===== config.mk =====
export PLATFORM = sky130hd
export DESIGN_NAME = ap_fifo_share_arbiter
export DESIGN_NICKNAME = d
export VERILOG_FILES = /design/src/rtl/ap_fifo_share_pkg.sv /design/src/rtl/ap_fifo_share_arbiter_tag_fifo.sv /design/src/rtl/ap_fifo_share_arbiter.sv
export SDC_FILE = /design/constraint.sdc
export NUM_CORES = 1
export LEC_CHECK = 0
export CORE_AREA = 2 2 505 507
export DETAILED_ROUTE_END_ITERATION = 16
export DIE_AREA = 0 0 507 509
export PLACE_DENSITY_LB_ADDON = 0.15
export SYNTH_ARGS = -nofsm -noshare
export SYNTH_HDL_FRONTEND = slang
export SYNTH_SLANG_ARGS = --single-unit

===== constraint.sdc =====
create_clock -name ap_clk -period 4.8 [get_ports ap_clk]
set_input_delay 0.48 -clock ap_clk [delete_from_list [all_inputs] [get_ports ap_clk]]
set_output_delay 0.48 -clock ap_clk [all_outputs]
set_load 0.05 [all_outputs]

===== src/rtl/ap_fifo_share_pkg.sv =====
// Shared types and defaults for the ap_fifo channel-sharing arbiter.
package ap_fifo_share_pkg;
  localparam int NCH_DEF       = 4;
  localparam int DW_DEF        = 128;
  localparam int TAG_DEPTH_DEF = 32;

  typedef logic [$clog2(NCH_DEF)-1:0] chan_t;

  typedef enum logic {ARB = 1'b0, BURST = 1'b1} state_t;
endpackage


===== src/rtl/ap_fifo_share_arbiter_tag_fifo.sv =====
// In-order FIFO of source-channel tags for words in flight inside the IP.
module tag_fifo
  import ap_fifo_share_pkg::*;
#(
  parameter int W     = $bits(chan_t),
  parameter int DEPTH = TAG_DEPTH_DEF
) (
  input  logic         clk,
  input  logic         rst,
  input  logic         push,
  input  logic         pop,
  input  logic [W-1:0] din,
  output logic [W-1:0] head,
  output logic         full,
  output logic         empty
);
  localparam int AW = $clog2(DEPTH);

  logic [W-1:0]  mem_q [DEPTH];
  logic [AW-1:0] wptr_q, rptr_q;
  logic [AW:0]   cnt_q;

  always_ff @(posedge clk)
    if (push) mem_q[wptr_q] <= din;

  always_ff @(posedge clk or posedge rst)
    if (rst) begin
      wptr_q <= '0;
      rptr_q <= '0;
      cnt_q  <= '0;
    end else begin
      if (push) wptr_q <= wptr_q + 1'b1;
      if (pop)  rptr_q <= rptr_q + 1'b1;
      case ({push, pop})
        2'b10:   cnt_q <= cnt_q + 1'b1;
        2'b01:   cnt_q <= cnt_q - 1'b1;
        default: cnt_q <= cnt_q;
      endcase
    end

  assign head  = mem_q[rptr_q];
  assign full  = (cnt_q == (AW+1)'(DEPTH));
  assign empty = (cnt_q == '0);
endmodule


===== src/rtl/ap_fifo_share_arbiter.sv =====
// Shares one ap_fifo IP among NCH channel pairs: round-robin bursts in, tag-steered out.
// Optional ARB_STATS_EN adds per-channel delivered-word counters on stat_words.
module ap_fifo_share_arbiter
  import ap_fifo_share_pkg::*;
#(
  parameter int NCH       = NCH_DEF,
  parameter int DW        = DW_DEF,
  parameter int BURST_LEN = 16,
  parameter int TAG_DEPTH = TAG_DEPTH_DEF
) (
  input  logic                   ap_clk,
  input  logic                   ap_rst,
  input  logic [NCH*DW-1:0]      in_r_dout,
  input  logic [NCH-1:0]         in_r_empty_n,
  output logic [NCH-1:0]         in_r_read,
  output logic [NCH*DW-1:0]      out_r_din,
  input  logic [NCH-1:0]         out_r_full,
  output logic [NCH-1:0]         out_r_write,
  output logic [DW-1:0]          ip_in_dout,
  output logic                   ip_in_empty_n,
  input  logic                   ip_in_read,
  input  logic [DW-1:0]          ip_out_din,
  output logic                   ip_out_full_n,
  input  logic                   ip_out_write,
  output logic [$clog2(NCH)-1:0] grant,
  output logic                   busy
`ifdef ARB_STATS_EN
  ,
  output logic [NCH*32-1:0]      stat_words
`endif
);
  localparam int CW   = $clog2(NCH);
  localparam int CNTW = $clog2(BURST_LEN + 1);

  state_t          state_q;
  logic [CW-1:0]   grant_q, last_q, pick, tag_head;
  logic [CNTW-1:0] cnt_q;
  logic            tag_full, tag_empty, xfer_in, xfer_out;

  // Rotating priority: the channel right after last wins, last itself ranks lowest.
  always_comb begin
    pick = '0;
    for (int i = NCH; i >= 1; i--)
      if (in_r_empty_n[last_q + CW'(i)]) pick = last_q + CW'(i);
  end

  assign ip_in_dout    = in_r_dout[grant_q*DW +: DW];
  assign ip_in_empty_n = (state_q == BURST) && in_r_empty_n[grant_q] && !tag_full;
  assign xfer_in       = ip_in_read && ip_in_empty_n;

  assign ip_out_full_n = !tag_empty && !out_r_full[tag_head];
  assign xfer_out      = ip_out_write && ip_out_full_n;
  assign out_r_din     = {NCH{ip_out_din}};

  always_comb begin
    in_r_read            = '0;
    in_r_read[grant_q]   = xfer_in;
    out_r_write          = '0;
    out_r_write[tag_head] = xfer_out;
  end

  always_ff @(posedge ap_clk or posedge ap_rst)
    if (ap_rst) begin
      state_q <= ARB;
      grant_q <= '0;
      last_q  <= CW'(NCH-1);
      cnt_q   <= '0;
    end else begin
      case (state_q)
        ARB:
          if (|in_r_empty_n) begin
            grant_q <= pick;
            last_q  <= pick;
            cnt_q   <= '0;
            state_q <= BURST;
          end
        BURST: begin
          if (xfer_in) cnt_q <= cnt_q + 1'b1;
          if ((xfer_in && cnt_q == CNTW'(BURST_LEN-1)) ||
              (!in_r_empty_n[grant_q] && !xfer_in))
            state_q <= ARB;
        end
        default: state_q <= ARB;
      endcase
    end

  assign grant = grant_q;
  assign busy  = (state_q == BURST);

  tag_fifo #(.W(CW), .DEPTH(TAG_DEPTH)) u_tags (
    .clk   (ap_clk),
    .rst   (ap_rst),
    .push  (xfer_in),
    .pop   (xfer_out),
    .din   (grant_q),
    .head  (tag_head),
    .full  (tag_full),
    .empty (tag_empty)
  );

`ifdef ARB_STATS_EN
  logic [NCH-1:0][31:0] stat_q;

  always_ff @(posedge ap_clk or posedge ap_rst)
    if (ap_rst) stat_q <= '0;
    else
      for (int k = 0; k < NCH; k++)
        if (out_r_write[k]) stat_q[k] <= stat_q[k] + 32'd1;

  assign stat_words = stat_q;
`endif
endmodule


==> run summary, run 1 <==
crit share post-route = 88.8%
post-route worst setup slack = 0.540 ns
Final Hold Fails = 0
Internal = 4.31 mW
Mapped Cells = 1021
clk_lat worst skew = 0.36 ns
fraction of registers with async set or reset after synthesis = 28.9%
maximum root-to-sink buffer count = 2
Pwr per Cell Area = 546 nW/um^2
initial antenna violation count = 65
clk slew on worst S/H paths = 0.08 ns
met3 Resource Use GR = 7.03%
Synth Warn # = 0
reg2reg setup slack = 0.54 ns
die width = 507 um
sequential power share = 12.6%
Clock Sinks = 90
commonest cells in the synthesized netlist = buf_4, mux4_2, edfxtp_1
max cap viols = 0
grt met2 use = 15.1%
Clock Tree Root = clkbuf_16
Seq/Total Area, Yosys = 22.9%
NumNets Final = 1820
Final Max Slew Viols = 0
GPL Wtd Cong = 0.905
number of synthesized flops with an enable pin = 64
headroom to the max-slew limit = 32.5%
Synthesized Nets = 1686
Yosys top cell by area = buf_4
switching power = 5.80 mW
CTS tree = built
unique cell type count in the Yosys netlist = 57
worst r2r src = u_tags.rptr_q[1]
CP Launch Type = register
placed wire-length estimate = 105000 um
H-tree depth = 3
path depth of the worst reg2reg path = 17
Crit. End Element = register
initial core utilization = 4.46%
CTS resizes = 0
vias per cell = 1.98
initial drt markers = 566
Post CTS Setup Buffer Count = 0
wire length of the first global-routing pass = 137000 um
Post-CTS Hold Buffers = 0
largest net degree at the start of global routing = 64
count leader, synth = buf_4
Synth top area share = 34.2%
WS Path Type = reg2reg
CP Data Required Time = 5.04 ns
Peak Freq = 235 MHz
met1 GRT Util = 7.24%
endpoints failing setup = 0
synth top area cells = buf_4, mux4_2, edfxtp_1, dfrtp_1, nor2_1
Routed WL = 116000 um
std cell rows = 185
syn_area_per_cell = 11.0 um^2
Post-synth top flop = edfxtp_1
Tot GR Track Use = 8.46%
RSZ-0062 raised after global routing = false
Buffers on Ports = 664
clock skew = 0.0154 ns
Core Box Area = 253000 um^2
die height = 509 um
die area = 258000 um^2
area of the multi-input gates = 4580 um^2
vias in the first global route = 9984
Fillers = 29431
Num CTS Buffers = 9
total grt overflow = 0
Cell Area, Synth = 11300 um^2
FF-to-FF End = u_tags.cnt_q[5]
Sw Ratio = 57.4%
Top Usage Layer GRT = met2
Routed Antenna Nets = 0
crit-path max FO = 13
wire per inst = 25.5 um
setup TNS = 0 ns
Synth Register Bits = 90
setup slack at placement = 0.433 ns
Peak VDD IR = 0.354 mV
DRC = 0
synth-to-layout area growth = 64.3%
DRT Pass-1 Iters = 4
clock power share = 7.3%
Boundary Pins = 1305
outcome = completed
worst hold slack = 0.519 ns
fraction of layout cells with a size suffix above 1 = 18.6%
sequential cell area = 2580 um^2
Logic pwr share = 80.1%
total number of vias = 9005
Worst Max-Slew Pin Slew = 1.01 ns
fin crit period = 4.26 ns
worst path arrival time = 4.50 ns
Min-Delay Path Class = in2async
leak pwr = 5.30 nW
## cell usage in the layout, fill, tap and decap left out, types with 3 or more instances in the layout
master	instances
a21o_1	6
inv_8	3
nor2b_1	5
o21ai_0	11
ha_1	12
clkbuf_16	9
nand3_1	8
edfxtp_1	64
xnor2_1	6
a22oi_1	4
inv_1	11
nand3b_1	6
buf_4	42
or3_1	4
clkdlybuf4s50_1	635
mux4_2	137
o21a_1	3
nor2_1	50
nor3_1	8
a21oi_1	5
o211ai_1	3
xor2_1	9
diode_2	11
mux2i_1	15
nand2_1	27
and2_1	6
dfrtp_1	22
buf_12	4
## power groups by stage
stage | clock network, mW | logic (mW) | registers [mW]
2_1_floorplan | 0 | 6.00 | 1.20
3_3_place_gp | 0 | 8.49 | 1.30
3_5_place_dp | 0 | 8.48 | 1.31
4_1_cts | 0.768 | 8.51 | 1.29
5_1_grt | 0.793 | 8.56 | 1.31
6_report | 0.737 | 8.10 | 1.27
## area by class of cell
cell class	count	area share (%)
Antenna cell	11	0.149
Inverter	12	0.243
Multi-Input combinational cell	361	24.7
Sequential cell	90	14.0
Clock buffer	9	1.22
Tap cell	3366	22.8
Clock inverter	7	0.453
Timing Repair Buffer	681	36.5
## layer usage
metal | vias to the layer above | wire length [um] | part of all wire, %
met5 | - | 360 | 0.31
met4 | 36 | 1990 | 1.7
met3 | 224 | 20700 | 18
met2 | 943 | 59100 | 51
met1 | 4383 | 33400 | 29
li1 | 3419 | - | -
## flip-flops by register name (all words and copies together) (netlist names)
signal         flops
busy               1
u_tags.rptr_q      5
u_tags.wptr_q      5
grant              2
u_tags.mem_q      64
last_q             2
cnt_q              5
u_tags.cnt_q       6
## through the flow
step | util (%) | instance area, um^2 | cells | total power [mW]
2_1_floorplan | - | 11300 | 1021 | 7.20
3_3_place_gp | 7.19 | 18200 | 4510 | 9.79
3_5_place_dp | 7.19 | 18200 | 4510 | 9.79
4_1_cts | 7.31 | 18500 | 4526 | 10.6
5_1_grt | 7.31 | 18500 | 4530 | 10.7
6_report | 7.32 | 18500 | 4537 | 10.1
## worst max-delay path, stage by stage (launching register included)
cell and delay (ns):
dfrtp_1 0.79, buf_4 0.27, buf_4 0.14, mux2i_1 0.21, a22oi_1 0.09, a22oi_1 0.19, o211ai_1 0.22, mux2_4 0.40
nor2_4 0.21, ha_1 0.29, ha_1 0.27, a21o_1 0.18, a21oi_1 0.23, o21bai_1 0.09, a21oi_1 0.18, xnor2_1 0.13
nor2_1 0.07, xor2_1 0.15
## logic make-up after synthesis
kind of cell,synth area share [%]
DFF,22.9
AOI/OAI and AO/OA,3.13
xor gates and xnor gates,1.17
buffers and inverters,36.5
adders and majority gates,1.51
and+or+nand+nor,5.43
muxes,29.4
## worst max path at each step
stage,from,to,cells after the start
floorplan,grant[0],in_r_read[1],8
global placement,u_tags.rptr_q[1],u_tags.cnt_q[5],17
detailed placement,u_tags.rptr_q[1],u_tags.cnt_q[5],17
CTS,u_tags.rptr_q[1],u_tags.cnt_q[5],17
global route,u_tags.rptr_q[1],u_tags.cnt_q[5],17
finish,u_tags.rptr_q[1],u_tags.cnt_q[5],17
Power figures use the tool's default switching activity.
==> run 2, diff against run 1 <==
Settings changed: CTS_BUF_LIST set to sky130_fd_sc_hd__clkbuf_4 sky130_fd_sc_hd__clkbuf_8.
==> run 2 against run 1 <==
  * Register-to-register slack got worse by 0.02 ns
  * Combinational power is essentially flat
  * First-iteration DRC count decreased by 9.7%
  * Final cell count barely moved
  * Power fell by 1.8%
  * Routed wire length up 0.40%
  * Worst hold slack worse by 0.045 ns
  * Flip-flop and latch count stayed put
  * Clock power shrank 25%
  * Fmax decreased by 0.45%
  * Core utilization about the same
  * Worst setup slack worse by 0.019 ns
  * Critical endpoint unchanged
  * Largest power group unchanged
==> run summary, run 2 (synthesis results as in run 1) <==
outcome = completed
Routed WL = 116000 um (+0.40%)
placed cells = 4510 (unchanged)
Post-CTS Hold Buffers = 0 (unchanged)
clk_lat worst skew = 0.40 ns (+0.04 ns)
GPL Wtd Cong = 0.905 (unchanged)
Largest regs = u_tags.mem_q x64, u_tags.cnt_q x6
setup slack at placement = 0.433 ns (unchanged)
die height = 509 um (unchanged)
fraction of layout cells with a size suffix above 1 = 18.6% (unchanged)
placed inst area = 18200 um^2 (unchanged)
Clock Sinks = 90 (unchanged)
initial antenna violation count = 65 (unchanged)
H-tree depth = 3 (unchanged)
wire per inst = 25.6 um (+0.42%)
RSZ-0062 raised after global routing = false
Min-Delay Path Class = in2async
crit share post-route = 89.2% (+0.40 points)
wire length of the first global-routing pass = 137000 um (+0.30%)
initial drt markers = 511 (-9.7%)
DRT Pass-1 Iters = 4 (unchanged)
std cell rows = 185 (unchanged)
total number of vias = 8970 (-0.39%)
Crit. End Element = register
worst path arrival time = 4.56 ns (+0.06 ns)
most common cell after layout, fill and taps aside = clkdlybuf4s50_1
crit-path max FO = 13 (unchanged)
Peak VDD IR = 0.353 mV (-0.13%)
WS Path Type = reg2reg
die area = 258000 um^2 (unchanged)
maximum root-to-sink buffer count = 2 (unchanged)
fin crit period = 4.28 ns (+0.0194 ns)
vias per cell = 1.98 (-0.37%)
endpoints failing setup = 0 (unchanged)
Clock Tree Root = clkbuf_8
total grt overflow = 0 (unchanged)
clk slew on worst S/H paths = 0.11 ns (+0.03 ns)
Fillers = 29442 (+0.037%)
setup TNS = 0 ns (unchanged)
CTS resizes = 0 (unchanged)
Core Box Area = 253000 um^2 (unchanged)
CP Launch Type = register
Peak Freq = 234 MHz (-0.45%)
Post CTS Setup Buffer Count = 0 (unchanged)
Buffers on Ports = 664 (unchanged)
largest net degree at the start of global routing = 64 (unchanged)
Largest register FFs = 64 (unchanged)
Pwr per Cell Area = 539 nW/um^2 (-1.2%)
CTS tree = built
design area = 18400 um^2 (-0.56%)
max cap viols = 0 (unchanged)
synth-to-layout area growth = 63.4%
Final Hold Fails = 0 (unchanged)
Num CTS Buffers = 9 (unchanged)
Routed Antenna Nets = 0 (unchanged)
reg2reg setup slack = 0.52 ns (-0.02 ns)
die width = 507 um (unchanged)
DRC = 0 (unchanged)
Worst Max-Slew Pin Slew = 1.02 ns (+0.0103 ns)
most frequent cells in the layout = clkdlybuf4s50_1, mux4_2, edfxtp_1
headroom to the max-slew limit = 31.8% (-0.69 points)
vias in the first global route = 9934 (-0.50%)
fin cells = 4536 (-0.022%)
CP Data Required Time = 5.08 ns (+0.04 ns)
clock skew = 0.0228 ns (+0.00738 ns)
NumNets Final = 1820 (unchanged)
area of the multi-input gates = 4580 um^2 (unchanged)
placed wire-length estimate = 105000 um (unchanged)
Final Max Slew Viols = 0 (unchanged)
sequential cell area = 2580 um^2 (unchanged)
initial core utilization = 4.46% (unchanged)
post-route worst setup slack = 0.520 ns (-0.0194 ns)
Tot GR Track Use = 8.51% (+0.047 points)
largest register by flop count = u_tags.mem_q
leak pwr = 5.25 nW (-0.87%)
Boundary Pins = 1305 (unchanged)
[run 2: cell types whose count changed in the layout (fill, tap and decap cells not counted), sizes merged]
cell	previous run	this run
diode	11	10
[run 2: layout make-up]
cell class	instances	share of cell area, %
multi-input combinational	361	24.9
inverter	12	0.245
clock inverter	7	0.456
clock buffer	9	0.673
tap	3366	22.9
sequential	90	14.0
antenna	10	0.136
timing repair buffer	681	36.7
[run 2: worst paths after layout]
check | from | end | cells past startpoint
hold reg to reg | u_tags.cnt_q[0] | u_tags.cnt_q[0] | 1
min in group ap_clk | u_tags.cnt_q[0] | u_tags.cnt_q[0] | 1
setup reg to reg | u_tags.rptr_q[1] | u_tags.cnt_q[5] | 17
setup / recovery | u_tags.rptr_q[1] | u_tags.cnt_q[5] | 17
max in group asynchronous | ap_rst | grant[0] | 3
hold / removal | ap_rst | u_tags.rptr_q[2] | 3
[run 2: power breakdown]
group | internal, mW | total [mW] | switching, mW
combinational | 2.89 | 8.10 | 5.21
clock | 0.211 | 0.552 | 0.342
sequential | 1.04 | 1.27 | 0.232
total | 4.14 | 9.93 | 5.78
[run 2: metal layers]
layer  wire [um]  part of all wire (%)  vias up  GRT usage, %
met4        2130                   1.8       34          1.52
met1       32300                    28     4372          7.07
li1            -                     -     3412             -
met5         296                  0.26        -         0.444
met2       59500                    51      917          15.2
met3       21700                    19      235          7.42
[run 2: critical path: stages, from the launching register on]
cell      delay, ns
dfrtp_1        0.81
buf_4          0.27
buf_4          0.14
mux2i_1        0.21
a22oi_1        0.09
a22oi_1        0.19
o211ai_1       0.22
mux2_4         0.40
nor2_4         0.21
ha_1           0.30
ha_1           0.27
a21o_1         0.18
a21oi_1        0.23
o21bai_1       0.09
a21oi_1        0.18
xnor2_1        0.13
nor2_1         0.07
xor2_1         0.15
[run 2: metrics by stage]
stage | power, mW | hold slack, ns | util, %
floorplan | 7.20 | 0.469 | -
global placement | 9.79 | 0.489 | 7.19
detailed placement | 9.79 | 0.514 | 7.19
CTS | 10.4 | 0.481 | 7.27
global route | 10.5 | 0.502 | 7.27
finish | 9.93 | 0.473 | 7.28
==> RTL edit 1, RTL diff (settings of run 1) <==
Compare `cnt_q` against `CNTW'(BURST_LEN-1)` with >= in place of ==.
--- a/src/rtl/ap_fifo_share_arbiter.sv
+++ b/src/rtl/ap_fifo_share_arbiter.sv
@@ -76,7 +76,7 @@
           end
         BURST: begin
           if (xfer_in) cnt_q <= cnt_q + 1'b1;
-          if ((xfer_in && cnt_q == CNTW'(BURST_LEN-1)) ||
+          if ((xfer_in && cnt_q >= CNTW'(BURST_LEN-1)) ||
               (!in_r_empty_n[grant_q] && !xfer_in))
             state_q <= ARB;
         end
Behaviour: same outputs for any inputs over 4 cycles, from zero or initial values and one cycle with ap_rst high; that may be too few to reach the edited logic, so the function may still have changed.
==> RTL edit 1 against run 1 <==
Wire length up 12%. Setup slack worse by 0.16 ns. Total power up 3.3%. Area after synthesis up 0.43%. Final area up 0.74%. Count of clock-buffer cells in the layout up 1. Non-clock buffer count up 7. Sequential cell count unchanged. Sequential power up 4%. Die area unchanged. Worst hold slack worse by 0.023 ns. Global-route usage up 1.1 points. Critical path type is now reg2out. Largest cell class unchanged.
==> RTL edit 1: results (changes against run 1) <==
Layout
  – Layout Nets: 1835 (+0.82%)
  – Clkbuf count: 10 (+1)
  – Number of multi-input combinational cells: 364 (+0.83%)
  – Clk tree area frac: 1.75% (+0.082 points)
  – Fraction of layout cells with a size suffix above 1: 19.7% (+1.0 points)
  – Layout fillers: 29500 (+0.31%)
  – Non-clk bufs: 688 (+1.0%)

Synthesis
  – Commonest cells post-synth: buf_4 (514), mux4_2 (135), edfxtp_1 (64)
  – Post-synthesis sequential area ratio: 22.8% (-0.099 points)
  – Cell Area, Synth: 0.0113 mm^2 (+0.43%)
  – Post-synthesis cell count: 1029 (+0.78%)

Route
  – Wire per inst: 28.4 um (+12%)
  – Routed wire length: 130000 um (+12%)
  – Total number of vias: 9080 (+0.83%)

Clocking
  – Clock Latency Late Sink: 0.38 ns (+0.02 ns)

Setup path
  – Critical path's top delay family: simple AND/OR/NAND/NOR gates
  – CP max-delay cell: clkdlybuf4s50_1

Placement
  – DP Area: 0.0183 mm^2 (+0.52%)
  – HPWL Detailed: 118000 um (+13%)
  – Post-Place Cells: 4525 (+0.33%)

Power and ir drop
  – Pleak: 5.30 nW (about the same)
  – Worst vdd ir: 0.318 mV (-10%)
  – Comb pwr: 8.30 mW (+2.5%)

STA
  – Clock skew: 0.0211 ns (+0.00565 ns)
  – Headroom to the max-slew limit: 32.3% (-0.24 points)

Outcome
  – Outcome: finished, final reports clean
RTL edit 1: cell count changes after synthesis, moves of 4 or more:
cell      delta
a21oi_1      +6
nor2_1       +8
buf_1        +6
and2_1       -4
mux4_1       +4
xnor2_1      +4
buf_2       -10
inv_1        +5
nand3_1      -4
clkbuf_1     +4
xor2_1       -4
a22oi_1      -4
RTL edit 1: path summary, 6_finish.rpt:
path / start / end / slack, ns / cells after the start
worst min-delay path: ap_rst / u_tags.rptr_q[3] / 0.50 / 3
max in group asynchronous: ap_rst / grant[1] / 3.86 / 3
worst max register to register: u_tags.rptr_q[3] / u_tags.cnt_q[5] / 0.66 / 16
worst min register to register: last_q[1] / last_q[1] / 0.50 / 2
worst max-delay path: u_tags.rptr_q[3] / ip_out_full_n / 0.38 / 9
min in group ap_clk: last_q[1] / last_q[1] / 0.50 / 2
RTL edit 1: metal layers:
layer  wire, um  vias to the layer above  track usage (%)
met2      67300                      962             17.4
met4       4250                       35             2.92
li1           -                     3483                -
met5        963                        -             2.20
met1      36700                     4376             7.97
met3      20500                      224             6.89
RTL edit 1: worst reg2reg max path, cell delays in order, from the launching register on:
cell      delay [ns]
dfrtp_1         0.49
buf_4           0.24
or3_4           0.35
o22ai_2         0.25
o32ai_2         0.16
or4_4           0.56
and2_4          0.19
o22ai_4         0.27
ha_1            0.23
ha_1            0.23
a21o_1          0.18
a21oi_1         0.23
o21bai_1        0.09
a21oi_1         0.21
xnor2_1         0.14
nor2_1          0.08
xnor2_1         0.13
RTL edit 1: kinds of logic after synthesis:
family          share of synthesized area [%]
flops                                    22.8
xor+xnor                                 1.16
mux                                      29.6
simple gates                             5.12
buf+inv                                  36.3
fa+ha+maj                                1.50
compound gates                           3.54
==> RTL edit 2, RTL diff (flow settings as in run 1) <==
Without the edit above. Add a define of `ARB_STATS_EN`.
--- a/src/rtl/ap_fifo_share_arbiter.sv
+++ b/src/rtl/ap_fifo_share_arbiter.sv
@@ -1,5 +1,7 @@
 // Shares one ap_fifo IP among NCH channel pairs: round-robin bursts in, tag-steered out.
 // Optional ARB_STATS_EN adds per-channel delivered-word counters on stat_words.
+`define ARB_STATS_EN
+
 module ap_fifo_share_arbiter
   import ap_fifo_share_pkg::*;
 #(
Behaviour (old outputs only; new: stat_words): unchanged (equiv_simple and equiv_induct, registers matched by name and starting in step).
==> RTL edit 2 against run 1 <==
Critical path depth shrank 11. Area after synthesis increased by 49%. Final cell count increased by 14%. Final area rose by 41%. Sequential cell count up 128. Maximum frequency shrank 7.1%. Setup slack worse by 0.33 ns. Worst hold slack worse by 0.21 ns. Wire length up 42%. Combinational power is 7.8% higher. Total power grew 35%. Sequential power increased by 100%. Critical path type is now reg2out. Highest routed layer unchanged.
==> RTL edit 2: results (changes against run 1) <==
Layout
  – Layout Nets: 2442 (+34%)
  – Fraction of layout cells with a size suffix above 1: 13.3% (-5.3 points)
  – Layout fillers: 29000 (-1.4%)
  – Largest register FFs: 128 (+100%)

Outcome
  – Outcome: finished, final reports clean

Setup path
  – Worst EP arrival: 4.11 ns (-0.39 ns)
  – Crit Path Max Fanout: 10 (-3)
  – Max incr delay on CP: 0.89 ns (+0.10 ns)
  – CP max-delay cell: clkdlybuf4s50_1
  – Critical path's top delay family: multiplexers

Synthesis
  – Synth Flop Type: dfrtp_1
  – Post-synthesis sequential area ratio: 34.5% (+12 points)
  – Yosys cell types: 55 (-3.5%)
  – Synth Net Count: 2160 (+28%)
  – Commonest cells post-synth: buf_4 (514), dfrtp_1 (152), mux4_2 (132)
  – Most area-consuming cells after synthesis: buf_4 (23%), dfrtp_1 (23%), mux4_2 (18%)
  – FFs w/ async S/R, synth: 70.6% (+42 points)

Global route
  – First-pass GRT wire length: 198000 um (+45%)
  – Initial antenna violation count: 88 (+35%)
  – Gr usage total: 12.2% (+3.7 points)
  – Pin count of the biggest net entering global routing: 84 (+31%)

Clocking
  – H-tree depth: 1 (-2)
  – Clock Latency Late Sink: 0.60 ns (+0.24 ns)
  – Clock Tree Buf Depth: 3 (+1)
  – CTS Root Cell: clkbuf_16
  – CTS buffer count: 29 (+20)
  – Clock transition at path regs: 0.06 ns (-0.02 ns)

Power and ir drop
  – Int Pwr: 6.69 mW (+55%)
  – Worst vdd ir: 0.274 mV (-23%)
  – Pleak: 8.69 nW (+64%)

Placement
  – GPL Wtd Cong: 0.789 (-13%)
  – Port bufs: 792 (+19%)
  – HPWL Detailed: 146000 um (+39%)
  – DP Area: 0.0251 mm^2 (+38%)

Route
  – Total number of vias: 13700 (+52%)
  – Iteration count of the initial detailed-routing pass: 5 (+1)
  – Iteration-0 DRC Markers: 817 (+44%)
  – Wire per inst: 31.6 um (+24%)

STA
  – Final Hold Viols: 0 (unchanged)
  – Slew @ Worst Pin: 0.923 ns (-0.0893 ns)
  – Clock skew: 0.0275 ns (+0.0120 ns)
[RTL edit 2: kinds of logic after synthesis]
logic type                 after synthesis  share of synthesized area [%]
AOI/OAI and AO/OA                       37                           1.45
adders and majority gates               17                           1.32
DFF                                    218                           34.5
buffers and inverters                  590                           25.0
and+or+nand+nor                        326                           10.2
muxes                                  163                           20.2
xor gates and xnor gates               140                           7.32
[RTL edit 2: power by group through the flow]
| stage | combinational, mW | clock [mW] | sequential, mW |
|---|---|---|---|
| CTS | 9.08 | 2.46 | 2.57 |
| detailed placement | 9.06 | 0 | 2.60 |
| finish | 8.73 | 2.34 | 2.55 |
| floorplan | 6.08 | 0 | 2.65 |
| global route | 9.19 | 2.51 | 2.61 |
| global placement | 9.08 | 0 | 2.61 |
[RTL edit 2: area by class of cell]
type	count	area, um^2	share of cell area, %
clock inverter	15	224	0.858
sequential	218	5790	22.2
timing repair buffer	821	8180	31.3
tap	3366	4210	16.1
inverter	20	80.1	0.307
multi-input combinational	683	6800	26.0
antenna	25	62.6	0.240
clock buffer	35	758	2.90
[RTL edit 2: final timing paths]
kind / start / to / slack [ns] / depth (start not counted)
setup / recovery: u_tags.rptr_q[0] / out_r_write[0] / 0.21 / 6
hold / removal: ap_rst / stat_words[33] / 0.31 / 2
setup reg to reg: u_tags.rptr_q[0] / u_tags.cnt_q[5] / 0.47 / 16
hold reg to reg: stat_words[31] / stat_words[31] / 0.47 / 1
max in group asynchronous: ap_rst / stat_words[107] / 3.61 / 3
min in group ap_clk: stat_words[31] / stat_words[31] / 0.47 / 1
[RTL edit 2: timing repair]
item	in CTS	in global routing
hold buffers	0	0
resized for setup	0	2
endpoints found under the setup margin	0	2
[RTL edit 2: routing by layer]
metal | wire [um] | GRT usage [%] | vias up
li1 | - | - | 5382
met1 | 55100 | 11.8 | 6565
met2 | 68000 | 17.8 | 1476
met3 | 33900 | 11.9 | 233
met4 | 5380 | 3.29 | 64
met5 | 1490 | 4.07 | -
[RTL edit 2: metrics by stage]
stage | std cells | hold slack [ns] | util [%] | power (mW) | worst slack (ns)
global route | 5167 | 0.346 | 10.3 | 14.3 | 0.0117
CTS | 5158 | 0.312 | 10.3 | 14.1 | 0.000863
detailed placement | 5108 | 0.463 | 9.91 | 11.7 | 0.457
global placement | 5108 | 0.464 | 9.91 | 11.7 | 0.418
floorplan | 1491 | 0.455 | - | 8.73 | 0.174
finish | 5183 | 0.308 | 10.3 | 13.6 | 0.213
